`config.mk`:
```
export PLATFORM = sky130hd
export DESIGN_NAME = din_router
export DESIGN_NICKNAME = d
export VERILOG_FILES = /design/src/rtl/npu_io_pkg.sv /design/src/rtl/sipo_deb.sv /design/src/rtl/din_router.sv
export SDC_FILE = /design/constraint.sdc
export NUM_CORES = 1
export LEC_CHECK = 0
export BUFFER_PORTS_ARGS = -buffer_cell sky130_fd_sc_hd__buf_2
export CAP_MARGIN = 40
export CORE_ASPECT_RATIO = 1.1
export CORE_MARGIN = 2
export CORE_UTILIZATION = 54
export CTS_CLUSTER_SIZE = 30
export DETAILED_ROUTE_END_ITERATION = 16
export GPL_ROUTABILITY_DRIVEN = 0
export PLACE_DENSITY = 0.83
export SLEW_MARGIN = 20
export SYNTH_ARGS = -nofsm -noshare
export SYNTH_HDL_FRONTEND = slang
export SYNTH_HIERARCHICAL = 1
export SYNTH_SLANG_ARGS = --single-unit
export TNS_END_PERCENT = 20
```
`constraint.sdc`:
```
create_clock -name clk -period 2.6 [get_ports clk]
set_input_delay 0.52 -clock clk [delete_from_list [all_inputs] [get_ports clk]]
set_output_delay 0.52 -clock clk [all_outputs]
set_load 0.05 [all_outputs]
```
`src/rtl/npu_io_pkg.sv`:
```
// Shared NPU byte-interface definitions.
// Holds the destination select encodings used by both the input router and
// the output byte mux, plus the target-assembler FSM state type.
package npu_io_pkg;

    localparam logic [2:0] SEL_FIFO    = 3'b000;
    localparam logic [2:0] SEL_TGT_LSB = 3'b001;
    localparam logic [2:0] SEL_TGT_MSB = 3'b010;
    localparam logic [2:0] SEL_DEB     = 3'b011;
    localparam logic [2:0] SEL_GND     = 3'b100;

    typedef enum logic {
        T_IDLE,
        T_LSB_HELD
    } tgt_state_t;

endpackage

```
`src/rtl/sipo_deb.sv`:
```
// Debug serial-in/parallel-out capture register.
// Shifts one byte per shift_en; after DBG_BYTES bytes the completed word is
// copied to data (first byte in the top byte) and valid pulses for one cycle.
// Ports:
//   clk, rst_n  clock, async active-low reset
//   shift_en    accept din this cycle
//   din         byte to shift in
//   data        last completed word, held between captures
//   valid       one-cycle pulse when data updates
module sipo_deb #(
    parameter int unsigned DBG_BYTES = 4
) (
    input  logic                   clk,
    input  logic                   rst_n,
    input  logic                   shift_en,
    input  logic [7:0]             din,
    output logic [8*DBG_BYTES-1:0] data,
    output logic                   valid
);

    localparam int unsigned CW = (DBG_BYTES > 1) ? $clog2(DBG_BYTES) : 1;
    localparam logic [CW-1:0] LAST = CW'(DBG_BYTES - 1);

    logic [8*DBG_BYTES-1:0] shreg_q, shreg_d;
    logic [8*DBG_BYTES-1:0] data_q, data_d;
    logic [CW-1:0]          cnt_q, cnt_d;
    logic                   valid_q, valid_d;

    always_comb begin
        shreg_d = shreg_q;
        data_d  = data_q;
        cnt_d   = cnt_q;
        valid_d = 1'b0;
        if (shift_en) begin
            shreg_d = {shreg_q[8*DBG_BYTES-9:0], din};
            if (cnt_q == LAST) begin
                // Word complete: capture and start a fresh word next byte.
                data_d  = shreg_d;
                valid_d = 1'b1;
                cnt_d   = '0;
            end else begin
                cnt_d = cnt_q + CW'(1);
            end
        end
    end

    always_ff @(posedge clk or negedge rst_n) begin
        if (!rst_n) begin
            shreg_q <= '0;
            data_q  <= '0;
            cnt_q   <= '0;
            valid_q <= 1'b0;
        end else begin
            shreg_q <= shreg_d;
            data_q  <= data_d;
            cnt_q   <= cnt_d;
            valid_q <= valid_d;
        end
    end

    assign data  = data_q;
    assign valid = valid_q;

endmodule

```
`src/rtl/din_router.sv`:
```
// Input byte router for the NPU byte interface.
// Accepts bytes from D_IN under DIN_VALID/DIN_READY and routes each by SEL_IN
// to the input FIFO (combinational), the two-byte target assembler, or the
// debug SIPO capture. Reserved selects and orphan MSBs raise sticky errors.
// Ports:
//   clk, rst_n               clock, async active-low reset
//   SEL_IN, D_IN             destination select and byte
//   DIN_VALID, DIN_READY     input handshake
//   fifo_wdata, fifo_wr      FIFO write port; fifo_full back-pressure
//   target, target_valid     assembled {msb, lsb} and its update pulse
//   sipo_data, sipo_valid    debug word and its update pulse
//   err_seq, err_sel         sticky errors, cleared by ERR_CLR
module din_router
    import npu_io_pkg::*;
#(
    parameter int unsigned DBG_BYTES = 4
) (
    input  logic                   clk,
    input  logic                   rst_n,
    input  logic [2:0]             SEL_IN,
    input  logic [7:0]             D_IN,
    input  logic                   DIN_VALID,
    output logic                   DIN_READY,
    output logic [7:0]             fifo_wdata,
    output logic                   fifo_wr,
    input  logic                   fifo_full,
    output logic [15:0]            target,
    output logic                   target_valid,
    output logic [8*DBG_BYTES-1:0] sipo_data,
    output logic                   sipo_valid,
    output logic                   err_seq,
    output logic                   err_sel,
    input  logic                   ERR_CLR
);

    tgt_state_t  state_q, state_d;
    logic [7:0]  lsb_hold_q, lsb_hold_d;
    logic [15:0] target_q, target_d;
    logic        target_valid_q, target_valid_d;
    logic        err_seq_q, err_seq_d;
    logic        err_sel_q, err_sel_d;
    logic        accept;

    // Ready depends only on the select and FIFO state, never on DIN_VALID.
    assign DIN_READY  = !((SEL_IN == SEL_FIFO) && fifo_full);
    assign accept     = DIN_VALID && DIN_READY;
    assign fifo_wr    = accept && (SEL_IN == SEL_FIFO);
    assign fifo_wdata = D_IN;

    always_comb begin
        state_d        = state_q;
        lsb_hold_d     = lsb_hold_q;
        target_d       = target_q;
        target_valid_d = 1'b0;
        // Clear first so a same-cycle set below takes priority.
        err_seq_d      = err_seq_q && !ERR_CLR;
        err_sel_d      = err_sel_q && !ERR_CLR;
        if (accept) begin
            case (SEL_IN)
                SEL_TGT_LSB: begin
                    lsb_hold_d = D_IN;
                    state_d    = T_LSB_HELD;
                end
                SEL_TGT_MSB: begin
                    if (state_q == T_LSB_HELD) begin
                        target_d       = {D_IN, lsb_hold_q};
                        target_valid_d = 1'b1;
                        state_d        = T_IDLE;
                    end else begin
                        err_seq_d = 1'b1;
                    end
                end
                SEL_FIFO, SEL_DEB, SEL_GND: ;
                default: err_sel_d = 1'b1;
            endcase
        end
    end

    always_ff @(posedge clk or negedge rst_n) begin
        if (!rst_n) begin
            state_q        <= T_IDLE;
            lsb_hold_q     <= '0;
            target_q       <= '0;
            target_valid_q <= 1'b0;
            err_seq_q      <= 1'b0;
            err_sel_q      <= 1'b0;
        end else begin
            state_q        <= state_d;
            lsb_hold_q     <= lsb_hold_d;
            target_q       <= target_d;
            target_valid_q <= target_valid_d;
            err_seq_q      <= err_seq_d;
            err_sel_q      <= err_sel_d;
        end
    end

    assign target       = target_q;
    assign target_valid = target_valid_q;
    assign err_seq      = err_seq_q;
    assign err_sel      = err_sel_q;

    sipo_deb #(
        .DBG_BYTES (DBG_BYTES)
    ) u_sipo_deb (
        .clk      (clk),
        .rst_n    (rst_n),
        .shift_en (accept && (SEL_IN == SEL_DEB)),
        .din      (D_IN),
        .data     (sipo_data),
        .valid    (sipo_valid)
    );

endmodule

```
### Word level (Yosys, flattened, before mapping)

Cells that the tools add are included.
W data, S select, Z words.

* add/subtract/negate cells: 1
* eq/ne operators: 5
* multiplexer cells: 12
* reduce and logical (&&, ||, !) cells: 15

Operator list (count)
* $mux W1: 10
* $eq A3 B2 Y1 const B: 2
* $logic_and A1 B1 Y1: 6
* $reduce_and A2 Y1: 3
* $reduce_or A5 Y1: 1
* $eq A3 B1 Y1 const B: 1
* $eq A3 B3 Y1 const B: 1
* $logic_not A3 Y1: 1
* $reduce_and A3 Y1: 1
* $add A2 B1 Y2 const B: 1
* $eq A2 B2 Y1 const B: 1
* $logic_not A1 Y1: 2
* $mux W2: 1
* $pmux W1 S2: 1
* $reduce_bool A2 Y1: 1

* flip-flop bits (word level): 87
* input port bits: 16
* logic and storage cells: 43

### Depth between registers and ports, before layout

* depth after elaboration: 6
* mapped depth: 6
* depth with buffers taken out: 4

### Cells and area by module

The synthesis kept the hierarchy.

By module, submodules not included
* sipo_deb: instances 1, cells each 127, area each 2328.5 µm², seq. area each 1476.4 µm²
* din_router: instances 1, cells each 77, area each 1196.1 µm², seq. area each 700.7 µm²

### Least setup slack after synthesis

No wires, ideal clock.

* path kind: input-to-output
* start point: input SEL_IN[0]
* end point: output fifo_wr
* arrival: 1203 ps
* data required time: 2080 ps
* setup slack: 877 ps
* stages: 2
* path buffers: 0
* cell sequence: nor3_1 > and3b_1

* cells in the longest elaborated chain, start to end: 5

RTL lines
* start: declaration: RTL line din_router.sv:20 `input logic [2:0] SEL_IN,`
* $logic_not A3 Y1 (*): RTL line din_router.sv:45, din_router.sv:47
* $logic_and A1 B1 Y1: RTL line din_router.sv:45 `assign DIN_READY = !((SEL_IN == SEL_FIFO) && fifo_full);`
* $logic_not A1 Y1: RTL line din_router.sv:45
* $logic_and A1 B1 Y1: RTL line din_router.sv:46 `assign accept = DIN_VALID && DIN_READY;`
* $logic_and A1 B1 Y1 (*): RTL line din_router.sv:47 `assign fifo_wr = accept && (SEL_IN == SEL_FIFO);`
* end: declaration: RTL line din_router.sv:25 `output logic fifo_wr,`

Mark *: on every way between the ends. The rest lies on a longest branch, timed or not.

### Worst setup path in the final report

* start point: input SEL_IN[1]
* end point: output fifo_wr

Same word-level chain as after synthesis.

==> out/metrics.yaml <==
worst_setup_path:
  worst_path_max_delay_cell: "nor3_1"
  cp.required_ns: 2.08
  reg2reg_from: "u_sipo_deb/cnt_q[0]"
  worst_setup_path_start_kind: "input port"
  crit_path_max_incr_delay_ns: 0.27
  crit_top_cell: "buf_2"
  end_kind: "output port"
  crit_type: "in -> out"
  rr_worst_depth: 3
  crit_arrival_ns: 1.42
  rrSetupSlack_ns: 0.97
  startpoint: "SEL_IN[1]"
  reg2reg_to: "u_sipo_deb/data[1]"
  crit_end: "fifo_wr"
  crit_fanout: 6
  crit_chain: "buf_2, nor3_1, and3b_1, buf_2"
cts:
  clock-sinks: 87
  cts_setup_buffers: 0
  cts_root_buffer: "clkbuf_8"
  cts_buffers: 9
  clkSlewWorstSetupHoldPaths_ns: 0.08
  clk_path_buf_depth: 2
  cts_tree: "yes"
  post_cts_resized: 0
  holdBufCountCts: 0
  insertion_delay_ns: 0.34
  htreeDepth: 3
global_routing:
  grt_start_max_net_pins: 88
  overflow: 0
  grt_pass1_vias: 1843
  antenna_found_initial: 0
  grt_pass1_wl_mm: 9.06
  grt_usage: 0.170
layout:
  diodes: 0
  syn_to_final_growth_pct: 16.9
  final_cells: 363
  multi_input_area_mm2: 0.00120
  drive_above_1_share: 0.625
  nFillCells: 489
  regArea_mm2: 0.00218
  nets: 295
drt:
  wire_per_inst_um: 15.2
  drc: 0
  drt_wl_total_mm: 5.53
  first_pass_iters: 4
  ant_nets: 0
  vias: 1832
  dr.first_iter.drc_count: 86
  vias_per_cell: 5.05
timing:
  drv_slew: 0
  skew_ns: 0.00981
  fin_setup_tns_ns: 0
  timing.fmax_mhz: 516
  hold_violations: 0
  tightestPinTransition_ns: 0.585
  relSlewSlack: 0.610
  min_period_over_period: 0.745
  setup_viol: 0
  rsz0062_at_grt: "no"
  post-route-min-period_ns: 1.94
synth:
  yosys-top-cells-area: "dfrtp_1 62%, mux2_4 16%, mux2_2 14%, buf_4 1.9%, buf_6 1.6%"
  ys_top_cells_by_count: "87 x dfrtp_1, 43 x mux2_2, 38 x mux2_4, 9 x buf_4, 5 x buf_6"
  yosys.cell_count.top_type: "dfrtp_1"
  yosysSeqAreaShare: 0.618
  synth_top_area_cell: "dfrtp_1"
  syn_area_mm2: 0.00352
  synth-edff-count: 0
  synth.distinct_cells: 22
  async_flop_share: 1.00
  synth_top_area_frac: 0.618
  syn_inst: 204
  avgSynthCellArea_um2: 17.3
  synth_fp_nets: 221
  ys_warn_count: 6
  ys_ff_latch: 87
  ys.flop_type: "dfrtp_1"
power:
  powerDensity_mw_per_mm2: 1170
  p_leak_nw: 2.26
  ir_worst_vdd_v: 0.000631
placement:
  hpwl_mm: 3.80
  dp.cells: 347
  io_buffers: 77
min_path:
  hp-class: "in -> async"
floorplanning:
  die-width_um: 81.0
  start_util: 0.566
  io_pins: 78
  core_area_mm2: 0.00623
  die_area_mm2: 0.00719
  num_rows: 30
  die_y_um: 88.7
outcome:
  status: "completed"
flow_run:
  maxCapViolations: 0
==> area by class of cell <==
class,count,share of cell area
Clock buffer,11,0.0319
Clock inverter,5,0.0200
Inverter,4,0.00364
Multi-Input combinational cell,97,0.291
Sequential cell,87,0.528
Tap cell,80,0.0243
Timing Repair Buffer,79,0.101
==> metal layers <==
layer | GRT usage | wire length (um)
met5 | 0 | 0
met4 | 0.106 | 162
met3 | 0.0316 | 230
met2 | 0.250 | 2610
met1 | 0.233 | 2530
==> through the flow <==
| stage | power, mW | hold WS (ns) | worst slack, ns | cell area (um^2) | util |
|---|---|---|---|---|---|
| 3_3_place_gp | 3.82 | 0.467 | 0.646 | 3910 | 0.627 |
| 5_1_grt | 5.06 | 0.223 | 0.608 | 4120 | 0.661 |
| 6_report | 4.81 | 0.197 | 0.662 | 4120 | 0.661 |
| 3_5_place_dp | 3.86 | 0.484 | 0.597 | 3910 | 0.627 |
| 2_1_floorplan | 3.44 | 0.224 | 0.877 | 3520 | - |
| 4_1_cts | 4.86 | 0.207 | 0.646 | 4120 | 0.661 |
==> cells by family after synthesis <==
kind of cell,Yosys count,share of synthesized area
buf+inv,20,0.0422
flops,87,0.618
simple gates,10,0.0270
fa+ha+maj,1,0.00355
compound gates,4,0.00746
mux,82,0.302
==> cells in the final DEF, fill, tap and decap left out, drive strengths merged <==
cell     n
a21o     1
and3     1
and3b    2
buf     79
bufinv   2
clkbuf  11
clkinv   3
dfrtp   87
ha       1
inv      4
mux2    81
mux2i    1
nand2    2
nand2b   1
nand3b   1
nand4b   1
nor2b    1
nor3     1
o211ai   1
o21ai    1
o22ai    1
==> where the power goes <==
part	total (mW)	switching [mW]	internal, mW
sequential	2.01	0.238	1.77
clock	0.994	0.450	0.544
combinational	1.81	1.19	0.616
total	4.81	1.88	2.93
==> worst max-delay path: cells and delay by family <==
| family | cells | cell delay [ns] |
|---|---|---|
| and+or+nand+nor | 2 | 0.48 |
| buffers and inverters | 2 | 0.41 |
==> registers in the layout, summed over array words and instances (netlist names) <==
name,cells
u_sipo_deb/data,32
u_sipo_deb/shreg_q,24
target,16
lsb_hold_q,8
u_sipo_deb/cnt_q,2
err_sel,1
err_seq,1
state_q,1
target_valid,1
u_sipo_deb/valid,1
==> worst min-delay path by stage <==
stage          depth (start not counted)             endpoint                 from
2_1_floorplan                          0              err_sel                rst_n
3_3_place_gp                           1  u_sipo_deb/cnt_q[0]  u_sipo_deb/cnt_q[0]
3_5_place_dp                           1  u_sipo_deb/cnt_q[0]  u_sipo_deb/cnt_q[0]
4_1_cts                                2   u_sipo_deb/data[7]                rst_n
5_1_grt                                2         target_valid                rst_n
6_report                               2        lsb_hold_q[3]                rst_n
Power figures use the tool's default switching activity.
